`src/rtl/j11_bus_pkg.sv`:
```
// Shared DCJ11 bus definitions: AIO and bank-select codes, initiator state
// encodings and the high-address word packing used by initiator and checkers.
package j11_bus_pkg;

  localparam logic [3:0] AIO_NIO          = 4'b1111;
  localparam logic [3:0] AIO_GP_READ      = 4'b1110;
  localparam logic [3:0] AIO_REQUEST_READ = 4'b1100;
  localparam logic [3:0] AIO_DATA_READ    = 4'b1001;
  localparam logic [3:0] AIO_DEMAND_READ  = 4'b1000;
  localparam logic [3:0] AIO_GP_WRITE     = 4'b0101;
  localparam logic [3:0] AIO_BYTE_WRITE   = 4'b0011;
  localparam logic [3:0] AIO_WORD_WRITE   = 4'b0001;

  localparam logic [1:0] BS_MEM = 2'b00;
  localparam logic [1:0] BS_SYS = 2'b01;
  localparam logic [1:0] BS_EXT = 2'b10;
  localparam logic [1:0] BS_INT = 2'b11;

  typedef logic [2:0] state_t;
  localparam state_t ST_IDLE    = 3'd0;
  localparam state_t ST_ADDR_LO = 3'd1;
  localparam state_t ST_ADDR_HI = 3'd2;
  localparam state_t ST_STRB    = 3'd3;
  localparam state_t ST_RECOVER = 3'd4;

  // Second address word: A20 on bit 0, BS on 7:6, A21 on 8, A19..A16 on 9..12.
  function automatic logic [15:0] pack_addr_hi(input logic [21:0] addr, input logic [1:0] bs);
    logic [15:0] word;
    word       = 16'h0000;
    word[0]    = addr[20];
    word[6]    = bs[0];
    word[7]    = bs[1];
    word[8]    = addr[21];
    word[9]    = addr[19];
    word[10]   = addr[18];
    word[11]   = addr[17];
    word[12]   = addr[16];
    return word;
  endfunction

endpackage

```
`src/rtl/j11_bus_initiator_if.sv`:
```
// DCJ11 bus pin bundle between a bus initiator (CPU side) and a responder.
interface j11_bus_initiator_if;
  logic [15:0] dal_o;
  logic        dal_oe;
  logic [15:0] dal_i;
  logic [3:0]  aio_o;
  logic        ale_n;
  logic        sctl_n;
  logic        bufctl_n;
  logic        cont_n;
  logic        nxm_n;

  modport master (
    output dal_o, dal_oe, aio_o, ale_n, sctl_n, bufctl_n,
    input  dal_i, cont_n, nxm_n
  );

  modport slave (
    input  dal_o, dal_oe, aio_o, ale_n, sctl_n, bufctl_n,
    output dal_i, cont_n, nxm_n
  );
endinterface

```
`src/rtl/j11_bus_initiator.sv`:
```
// DCJ11 bus cycle generator: turns one request into an ALE/SCTL/BUFCTL cycle
// with multiplexed DAL and returns read data, NXM and timeout status.
module j11_bus_initiator
  import j11_bus_pkg::*;
#(
  parameter int unsigned T_ADDR_LO = 2,
  parameter int unsigned T_ADDR_HI = 2,
  parameter int unsigned T_STRB    = 4,
  parameter int unsigned T_RECOVER = 2,
  parameter int unsigned TIMEOUT   = 64
) (
  input  logic        clk_x3,
  input  logic        rstb,
  input  logic        req_valid,
  output logic        req_ready,
  input  logic [3:0]  req_aio,
  input  logic [1:0]  req_bs,
  input  logic [21:0] req_addr,
  input  logic [15:0] req_wdata,
  output logic        resp_valid,
  output logic [15:0] resp_rdata,
  output logic        resp_nxm,
  output logic        resp_timeout,
  j11_bus_initiator_if.master bus
);

  // The strobe shares the timeout count; a minimum longer than TIMEOUT is clipped.
  localparam int unsigned STRB_MIN     = (T_STRB > TIMEOUT) ? TIMEOUT : T_STRB;
  localparam logic [7:0]  LOAD_ADDR_LO = 8'(T_ADDR_LO - 1);
  localparam logic [7:0]  LOAD_ADDR_HI = 8'(T_ADDR_HI - 1);
  localparam logic [7:0]  LOAD_STRB    = 8'(TIMEOUT - 1);
  localparam logic [7:0]  LOAD_RECOVER = 8'(T_RECOVER - 1);
  localparam logic [7:0]  STRB_MIN_CNT = 8'(TIMEOUT - STRB_MIN);

  state_t      state_r, state_s;
  logic [7:0]  cnt_r, cnt_s;
  logic [3:0]  aio_r, aio_s;
  logic [1:0]  bs_r, bs_s;
  logic [21:0] addr_r, addr_s;
  logic [15:0] wdata_r, wdata_s;
  logic        accept_s;
  logic        strb_end_s;

  logic [15:0] dal_o_r, dal_o_s;
  logic        dal_oe_r, dal_oe_s;
  logic [3:0]  aio_o_r, aio_o_s;
  logic        ale_n_r, ale_n_s;
  logic        sctl_n_r, sctl_n_s;
  logic        bufctl_n_r, bufctl_n_s;

  assign bus.dal_o    = dal_o_r;
  assign bus.dal_oe   = dal_oe_r;
  assign bus.aio_o    = aio_o_r;
  assign bus.ale_n    = ale_n_r;
  assign bus.sctl_n   = sctl_n_r;
  assign bus.bufctl_n = bufctl_n_r;

  // Next state and down-counter; in STRB the counter doubles as the wait timer.
  always_comb begin
    accept_s   = req_valid & req_ready;
    strb_end_s = (cnt_r <= STRB_MIN_CNT) && (!bus.cont_n || (cnt_r == 8'd0));
    state_s    = state_r;
    cnt_s      = cnt_r;
    case (state_r)
      ST_IDLE: begin
        if (accept_s) begin
          state_s = ST_ADDR_LO;
          cnt_s   = LOAD_ADDR_LO;
        end else begin
          state_s = ST_IDLE;
          cnt_s   = 8'd0;
        end
      end
      ST_ADDR_LO: begin
        if (cnt_r == 8'd0) begin
          state_s = ST_ADDR_HI;
          cnt_s   = LOAD_ADDR_HI;
        end else begin
          cnt_s   = cnt_r - 8'd1;
        end
      end
      ST_ADDR_HI: begin
        if (cnt_r == 8'd0) begin
          state_s = ST_STRB;
          cnt_s   = LOAD_STRB;
        end else begin
          cnt_s   = cnt_r - 8'd1;
        end
      end
      ST_STRB: begin
        if (strb_end_s) begin
          state_s = ST_RECOVER;
          cnt_s   = LOAD_RECOVER;
        end else begin
          cnt_s   = cnt_r - 8'd1;
        end
      end
      ST_RECOVER: begin
        if (cnt_r == 8'd0) begin
          state_s = ST_IDLE;
          cnt_s   = 8'd0;
        end else begin
          cnt_s   = cnt_r - 8'd1;
        end
      end
      default: begin
        state_s = ST_IDLE;
        cnt_s   = 8'd0;
      end
    endcase
  end

  // Request fields are captured on acceptance and held for the whole cycle.
  always_comb begin
    if (accept_s) begin
      aio_s   = req_aio;
      bs_s    = req_bs;
      addr_s  = req_addr;
      wdata_s = req_wdata;
    end else begin
      aio_s   = aio_r;
      bs_s    = bs_r;
      addr_s  = addr_r;
      wdata_s = wdata_r;
    end
  end

  // Pin values for the state being entered, so every pin is a flop output.
  always_comb begin
    dal_o_s    = 16'h0000;
    dal_oe_s   = 1'b0;
    aio_o_s    = AIO_NIO;
    ale_n_s    = 1'b1;
    sctl_n_s   = 1'b1;
    bufctl_n_s = 1'b1;
    case (state_s)
      ST_ADDR_LO: begin
        ale_n_s  = 1'b0;
        dal_oe_s = 1'b1;
        dal_o_s  = addr_s[15:0];
        aio_o_s  = aio_s;
      end
      ST_ADDR_HI: begin
        ale_n_s  = 1'b0;
        dal_oe_s = 1'b1;
        dal_o_s  = pack_addr_hi(addr_s, bs_s);
        aio_o_s  = aio_s;
      end
      ST_STRB: begin
        ale_n_s  = 1'b0;
        sctl_n_s = 1'b0;
        aio_o_s  = aio_s;
        if (aio_s[3]) begin
          bufctl_n_s = 1'b0;
        end else begin
          dal_oe_s = 1'b1;
          dal_o_s  = wdata_s;
        end
      end
      default: begin
        dal_o_s = 16'h0000;
      end
    endcase
  end

  // State, captured request, bus pins and response registers.
  always_ff @(posedge clk_x3) begin
    if (rstb) begin
      state_r      <= ST_IDLE;
      cnt_r        <= 8'd0;
      aio_r        <= AIO_NIO;
      bs_r         <= BS_MEM;
      addr_r       <= 22'd0;
      wdata_r      <= 16'h0000;
      req_ready    <= 1'b0;
      dal_o_r      <= 16'h0000;
      dal_oe_r     <= 1'b0;
      aio_o_r      <= AIO_NIO;
      ale_n_r      <= 1'b1;
      sctl_n_r     <= 1'b1;
      bufctl_n_r   <= 1'b1;
      resp_valid   <= 1'b0;
      resp_rdata   <= 16'h0000;
      resp_nxm     <= 1'b0;
      resp_timeout <= 1'b0;
    end else begin
      state_r    <= state_s;
      cnt_r      <= cnt_s;
      aio_r      <= aio_s;
      bs_r       <= bs_s;
      addr_r     <= addr_s;
      wdata_r    <= wdata_s;
      req_ready  <= (state_s == ST_IDLE);
      dal_o_r    <= dal_o_s;
      dal_oe_r   <= dal_oe_s;
      aio_o_r    <= aio_o_s;
      ale_n_r    <= ale_n_s;
      sctl_n_r   <= sctl_n_s;
      bufctl_n_r <= bufctl_n_s;
      if ((state_r == ST_STRB) && strb_end_s) begin
        resp_valid   <= 1'b1;
        resp_rdata   <= aio_r[3] ? bus.dal_i : 16'h0000;
        resp_nxm     <= ~bus.nxm_n;
        resp_timeout <= bus.cont_n;
      end else begin
        resp_valid   <= 1'b0;
      end
    end
  end

endmodule

```
`src/flat_wrapper.sv`:
```
// flat-port wrapper written by rule: the top's interface ports become plain ports
module j11_bus_initiator_flat import j11_bus_pkg::*;
#(
  parameter int unsigned T_ADDR_LO = 2,
  parameter int unsigned T_ADDR_HI = 2,
  parameter int unsigned T_STRB    = 4,
  parameter int unsigned T_RECOVER = 2,
  parameter int unsigned TIMEOUT   = 64
)
  (clk_x3, rstb, req_valid, req_ready, req_aio, req_bs, req_addr, req_wdata, resp_valid, resp_rdata, resp_nxm, resp_timeout, bus_dal_o, bus_dal_oe, bus_aio_o, bus_ale_n, bus_sctl_n, bus_bufctl_n, bus_dal_i, bus_cont_n, bus_nxm_n);
  j11_bus_initiator_if bus_i ();
  input  logic clk_x3;
  input  logic rstb;
  input  logic req_valid;
  output logic req_ready;
  input  logic [3:0] req_aio;
  input  logic [1:0] req_bs;
  input  logic [21:0] req_addr;
  input  logic [15:0] req_wdata;
  output logic resp_valid;
  output logic [15:0] resp_rdata;
  output logic resp_nxm;
  output logic resp_timeout;
  output wire logic [$bits(bus_i.dal_o)-1:0] bus_dal_o;
  output wire logic [$bits(bus_i.dal_oe)-1:0] bus_dal_oe;
  output wire logic [$bits(bus_i.aio_o)-1:0] bus_aio_o;
  output wire logic [$bits(bus_i.ale_n)-1:0] bus_ale_n;
  output wire logic [$bits(bus_i.sctl_n)-1:0] bus_sctl_n;
  output wire logic [$bits(bus_i.bufctl_n)-1:0] bus_bufctl_n;
  input wire logic [$bits(bus_i.dal_i)-1:0] bus_dal_i;
  input wire logic [$bits(bus_i.cont_n)-1:0] bus_cont_n;
  input wire logic [$bits(bus_i.nxm_n)-1:0] bus_nxm_n;
  assign bus_dal_o = bus_i.dal_o;
  assign bus_dal_oe = bus_i.dal_oe;
  assign bus_aio_o = bus_i.aio_o;
  assign bus_ale_n = bus_i.ale_n;
  assign bus_sctl_n = bus_i.sctl_n;
  assign bus_bufctl_n = bus_i.bufctl_n;
  assign bus_i.dal_i = bus_dal_i;
  assign bus_i.cont_n = bus_cont_n;
  assign bus_i.nxm_n = bus_nxm_n;
  j11_bus_initiator #(.T_ADDR_LO(T_ADDR_LO), .T_ADDR_HI(T_ADDR_HI), .T_STRB(T_STRB), .T_RECOVER(T_RECOVER), .TIMEOUT(TIMEOUT)) u_core (.clk_x3(clk_x3), .rstb(rstb), .req_valid(req_valid), .req_ready(req_ready), .req_aio(req_aio), .req_bs(req_bs), .req_addr(req_addr), .req_wdata(req_wdata), .resp_valid(resp_valid), .resp_rdata(resp_rdata), .resp_nxm(resp_nxm), .resp_timeout(resp_timeout), .bus(bus_i));
endmodule
```
`config.mk`:
```
export PLATFORM = sky130hd
export DESIGN_NAME = j11_bus_initiator_flat
export DESIGN_NICKNAME = d
export VERILOG_FILES = /design/src/rtl/j11_bus_pkg.sv /design/src/rtl/j11_bus_initiator_if.sv /design/src/rtl/j11_bus_initiator.sv /design/src/flat_wrapper.sv
export SDC_FILE = /design/constraint.sdc
export NUM_CORES = 1
export LEC_CHECK = 0
export BUFFER_PORTS_ARGS = -buffer_cell sky130_fd_sc_hd__buf_2
export CAP_MARGIN = 10
export CORE_MARGIN = 5
export CORE_UTILIZATION = 51
export CTS_CLUSTER_SIZE = 12
export DETAILED_ROUTE_END_ITERATION = 8
export PLACE_DENSITY = 0.75
export RECOVER_POWER = 25
export SETUP_SLACK_MARGIN = 0.2
export SLEW_MARGIN = 0
export SYNTH_ARGS = -nofsm -noshare
export SYNTH_HDL_FRONTEND = slang
export SYNTH_SLANG_ARGS = --single-unit
export TNS_END_PERCENT = 5
```
`constraint.sdc`:
```
create_clock -name clk_x3 -period 2.8 [get_ports clk_x3]
set_input_delay 0.42 -clock clk_x3 [delete_from_list [all_inputs] [get_ports clk_x3]]
set_output_delay 0.42 -clock clk_x3 [all_outputs]
set_load 0.02 [all_outputs]
```
# Word-level counts from Yosys, hierarchy flattened

Cells that the tools add are included.

Memories: 0
Bits in writable memories: 0
Bits of input ports: 65
Latch bits: 0
Logic and storage cells: 65
Register bits: 99
Output and inout port bits: 44
Bits in read-only memories: 0

Magnitude comparators: 1
Bitwise gates (word level): 4
Muxes and demuxes: 24
Reductions and logical operators: 11
Add/subtract/negate cells: 1
Shift operators: 0
Multiply operators: 0
Div/mod/pow operators: 0
Equality and inequality tests: 7

Operator list:

| operator                                             | number |
|---|---|
| two-way mux 16 bit                                   | 3 |
| case mux 16 bit (3 select lines)                     | 1 |
| case mux 8 bit (5 select lines)                      | 1 |
| two-way mux 8 bit                                    | 4 |
| two-way mux 22 bit                                   | 1 |
| case mux 3 bit (5 select lines)                      | 1 |
| equality test 3 x 2 -> 1 bit (second input constant) | 4 |
| two-way mux 3 bit                                    | 4 |
| <= comparator 8 x 6 -> 1 bit (second input constant) | 1 |
| logical NOT 8 bit                                    | 1 |
| subtractor 8 x 1 -> 8 bit (second input constant)    | 1 |
| equality test 3 x 1 -> 1 bit (second input constant) | 2 |
| logical NOT 3 bit                                    | 2 |
| two-way mux 1 bit                                    | 6 |
| OR reduction 2 bit                                   | 3 |
| two-way mux 4 bit                                    | 1 |
| equality test 3 bit (second input constant)          | 1 |
| NOT 1 bit                                            | 3 |
| OR reduction 3 bit                                   | 1 |
| logical AND 1 bit                                    | 2 |
| two-way mux 2 bit                                    | 1 |
| case mux 1 bit (2 select lines)                      | 1 |
| AND 1 bit                                            | 1 |
| logical NOT 1 bit                                    | 1 |
| logical OR 1 bit                                     | 1 |

# Longest topological paths before layout

Depth in word-level cells: 9
Depth in mapped cells: 9
Gate-level depth less buffers: 7

# Worst setup path after synthesis

OpenSTA, ideal clock, no wires.

Path kind: register to register
Start: register u_core.cnt_r[0]
End: register u_core.dal_o_r[0] (netlist: u_core.bus.dal_o[0])
Required time: 2.729 ns
Data arrival time: 2.017 ns
Path buffers: 1
Cell stages (with the launch flop): 9
Library setup time: 0.071 ns
Period minus slack after synthesis: 2.088 ns
Setup slack: 0.712 ns
Cell sequence: dfxtp_1 > inv_1 > ha_1 > and4b_1 > a21boi_2 > a311oi_2 > buf_2 > nand3_1 > a21oi_1

Word-level cells in the longest chain between the ends: 7
Elaborated cells between the ends (all ways): 13
Those cells by class: order compare: 1; eq/ne: 3; mux: 6; reduce/logical: 3

Ends and longest elaborated chain:

| item                                                                                 | RTL line                 | text |
|---|---|---|
| start: declaration                                                                   | j11_bus_initiator.sv:36  | `logic [7:0] cnt_r, cnt_s;` |
| start signal: assignment                                                             | j11_bus_initiator.sv:188 | `cnt_r <= cnt_s;` |
| parallel branches: the longest is 4 deep, another holds <= comparator 8 x 6 -> 1 bit | -                        |  |
| case mux 3 bit (5 select lines) (*)                                                  | j11_bus_initiator.sv:64  | `case (state_r)` |
| equality test 3 x 2 -> 1 bit / equality test 3 x 1 -> 1 bit (equally long branches)  | j11_bus_initiator.sv:136 | `case (state_s)` |
| case mux 16 bit (3 select lines) (*)                                                 | j11_bus_initiator.sv:136 |  |
| end signal: assignment                                                               | j11_bus_initiator.sv:194 | `dal_o_r <= dal_o_s;` |
| end: declaration                                                                     | j11_bus_initiator.sv:44  | `logic [15:0] dal_o_r, dal_o_s;` |

Mark *: on every way between the ends.
A chain may end at the register's enable or synchronous reset.

# Final worst setup path

Start: register u_core.cnt_r[0]
End: register u_core.resp_rdata[11]

Word-level cells in the longest chain between the ends: 4
Elaborated cells between the ends (all ways): 5
Those cells by class: order compare: 1; reduce/logical: 4

Ends and longest elaborated chain:

| item                                                                                 | RTL line                 | text |
|---|---|---|
| parallel branches: the longest is 2 deep, another holds <= comparator 8 x 6 -> 1 bit | -                        |  |
| logical AND 1 bit (*)                                                                | j11_bus_initiator.sv:61  | `strb_end_s = (cnt_r <= STRB_MIN_CNT) && (!bus.cont_n \|\| (cnt_r == 8'd0));` |
| logical AND 1 bit (*)                                                                | j11_bus_initiator.sv:200 | `if ((state_r == ST_STRB) && strb_end_s) begin` |
| end signal: assignment                                                               | j11_bus_initiator.sv:202 | `resp_rdata <= aio_r[3] ? bus.dal_i : 16'h0000;` |
| end: declaration                                                                     | j11_bus_initiator.sv:21  | `output logic [15:0] resp_rdata,` |

Marks and branches as above.

==> impl_metrics.toml <==
[critical_path]
crit_start = "u_core.cnt_r[0]"
path_class = "reg -> reg"
path_max_fanout = 16
critPathCaptureType = "register"
ff2ff_path_depth = 7
r2r_start = "u_core.cnt_r[0]"
cp.arrival_ps = 2700
worstPathRequired_ps = 3120
r2r-end = "u_core.resp_rdata[11]"
r2r_slack_ps = 410
critPathLaunchType = "register"

[place]
portBuffers = 108
post-dp-hpwl_microns = 6270
gp_congestion = 0.838

[timing]
max-slew-margin-rel_pct = 47.8
finalHoldViolations = 0
fmaxAchievable_mhz = 419
slew_viol_final = 0
fin_crit_ps = 2390
fin_skew_ps = 9.77
post-route-period-util_pct = 85.2
tns_ps = 0
rsz0062_at_grt = "false"
worst-slew-pin-transition_ps = 781
finalSetupViolations = 0

[clock_network]
post_cts_buffers = 0
cts_made_buffers = 9
cts-root-buf = "clkbuf_8"
cts_max_level = 3
insertion_delay_ps = 370
cts_max_path_buffers = 2
clk_pin_slew_ps = 100
cts_hold_buf = 0
cts_tree = "built"
cts_sinks = 99
cts_resized = 0

[yosys]
yosysUniqueCellTypes = 48
synth-compound-area-share_pct = 14.6
synth_cells = 359
synth_adder_area_share_pct = 0.329
syn_nets = 425
async_flop_share_pct = 0
synthXorXnorAreaFrac_pct = 1.38
synth-simple-area-share_pct = 15.6
synth_top_family_by_area = "simple AND/OR/NAND/NOR gates"
netlist_area_sq_mm = 0.00380
syn_avg_cell_area_sq_um = 10.6
synth.yosys.seq_area_share_pct = 52.1
ys_seq_elements = 99
muxShareOfSynthArea_pct = 12.4
synth-edff-count = 0
yosysWarningCount = 0
synth-main-ff-cell = "dfxtp_1"

[global_routing]
grt_pass1_wl_microns = 13600
grt-ovfl-total = 0
grt_pass1_vias = 3019
grt_use_total_pct = 19.1
antenna_found_initial = 0
grt_max_degree = 33

[floorplanning]
rows = 31
floorplan.die_area_sq_mm = 0.00929
die_width_microns = 96.4
start_util_pct = 52.5
fp.dieH_microns = 96.4
core-area_sq_mm = 0.00725
num_io_pins = 109

[route]
m1WireLength_microns = 3800
highest_layer = "met4"
drt-initial-drc-count = 135
wl_met2_microns = 4020
drtPass1Iterations = 4
wl_met3_microns = 778
viasPerCell = 5.30
postRouteAntennaNets = 0
vias = 3002
wire_per_inst_microns = 15.5
drcViolationCount = 0
drt-total-wl_microns = 8780

[layout]
multi_input_area_sq_mm = 0.00169
post_route_cells_drive_above_1_share_pct = 29.1
final_common_cell = "dfxtp_1"
mostFrequentLayoutCells = "dfxtp_1 (99), buf_2 (76), nor2_1 (32), clkbuf_1 (32)"
finish.utilization_pct = 63.4
area_growth_pct = 20.8
fill_cells = 617
final_nets = 528
diodes = 0
ff_latch_area_sq_mm = 0.00198

[power]
p_sw_uw = 1760
p_int_uw = 2790
power_frac_seq_pct = 38.6
p_comb_share_pct = 39.9
worst_ir_drop_vdd_mv = 0.459
sw_frac_of_total_pct = 38.7
powerDensity_mw_per_mm2 = 991
p_leak_uw = 0.00199
p_clk_share_pct = 21.5

[min_path]
hold_end = "u_core.resp_rdata[6]"
min_path_type = "in -> reg"
holdPathStages = 2
min_from = "bus_dal_i[6]"

[run]
maxCapViolations = 0

[status]
outcome = "complete, no violations"
==> cell usage after synthesis (2+ instances only) <==
| library cell | count | share of area [%] |
|---|---|---|
| nand2b_1 | 3 | 0.49 |
| a31oi_1 | 2 | 0.33 |
| a32oi_1 | 8 | 1.8 |
| a21oi_1 | 13 | 1.7 |
| a22o_1 | 16 | 3.7 |
| a22oi_1 | 2 | 0.39 |
| and3_1 | 2 | 0.33 |
| nand2_1 | 14 | 1.4 |
| nor2_1 | 32 | 3.2 |
| buf_6 | 2 | 0.59 |
| or2_2 | 2 | 0.33 |
| o21ai_0 | 2 | 0.26 |
| a21o_1 | 2 | 0.39 |
| nor3_1 | 7 | 0.92 |
| clkbuf_1 | 12 | 1.2 |
| and2_1 | 24 | 3.9 |
| buf_2 | 5 | 0.66 |
| nor4_1 | 2 | 0.33 |
| inv_1 | 6 | 0.59 |
| dfxtp_1 | 99 | 52 |
| o32a_1 | 8 | 2.1 |
| buf_1 | 4 | 0.39 |
| nand3_1 | 16 | 2.1 |
| mux2_2 | 24 | 7.1 |
| mux2i_1 | 20 | 5.3 |
| a211oi_1 | 6 | 1.2 |
| xnor2_1 | 5 | 1.2 |
==> worst max path at each step <==
stage,end,slack [ps],depth (start not counted)
after floorplan,u_core.bus.dal_o[0],710,8
after global placement,u_core.resp_rdata[10],530,5
after detailed placement,u_core.resp_rdata[11],430,7
after CTS,u_core.resp_rdata[11],420,7
after global routing,u_core.resp_rdata[15],260,7
final,u_core.resp_rdata[11],410,7
==> worst max-delay path, cell delays in order (launching register included) <==
cell and delay (ps):
dfxtp_1 360, inv_1 80, ha_1 260, and4b_1 240, a21boi_2 310, nand4_4 240
nor3b_4 610, a22o_1 230
==> state kept, by name, summed over array words and instances, names as in the netlist <==
| name | count |
|---|---|
| u_core.addr_r | 22 |
| u_core.bus.dal_o | 16 |
| u_core.resp_rdata | 16 |
| u_core.wdata_r | 16 |
| u_core.cnt_r | 8 |
| u_core.aio_r | 4 |
| u_core.bus.aio_o | 4 |
| u_core.state_r | 3 |
| u_core.bs_r | 2 |
| u_core.bus.ale_n | 1 |
| u_core.bus.bufctl_n | 1 |
| u_core.bus.dal_oe | 1 |
| u_core.bus.sctl_n | 1 |
| u_core.req_ready | 1 |
| u_core.resp_nxm | 1 |
| u_core.resp_timeout | 1 |
| u_core.resp_valid | 1 |
==> power by group through the flow <==
stage                     Clock (uW)  Sequential (uW)  Combinational, uW
after floorplan                    0             1820               1370
after CTS                       1010             1760               1830
final                            978             1760               1820
after global placement             0             1780               1790
after global routing            1060             1780               1990
after detailed placement           0             1790               1820
==> area by class of cell <==
class | count | area share, %
Timing Repair Buffer | 116 | 12.2
Multi-Input combinational cell | 230 | 36.7
Inverter | 6 | 0.490
Clock inverter | 7 | 2.07
Clock buffer | 9 | 2.69
Tap cell | 99 | 2.69
Sequential cell | 99 | 43.1
==> per-stage QoR <==
stage          instances  power (uW)  cell area (sq um)  setup slack, ps  hold WS [ps]
6_report             566        4560               4600              415           259
5_1_grt              566        4840               4600              256           244
4_1_cts              566        4590               4640              424           240
3_5_place_dp         550        3610               4420              431           454
3_3_place_gp         550        3580               4420              529           442
2_1_floorplan        359        3190               3800              712           429
==> logic make-up (layout without fill, tap and decap cells) <==
logic type | after synthesis | in the layout
buffers and inverters | 30 | 138
XOR/XNOR | 6 | 6
flip-flops | 99 | 99
AO/OA/AOI/OAI | 68 | 68
adder cells (fa/ha/maj) | 1 | 1
AND/OR/NAND/NOR | 111 | 111
multiplexers | 44 | 44
==> metal layers <==
metal,global-route usage [%],vias to the layer above
met1,22.5,1393
met4,9.70,0
met2,31.7,107
met3,5.50,15
li1,-,1487
met5,0,-
Note: power is estimated with default switching activity, not from simulation.
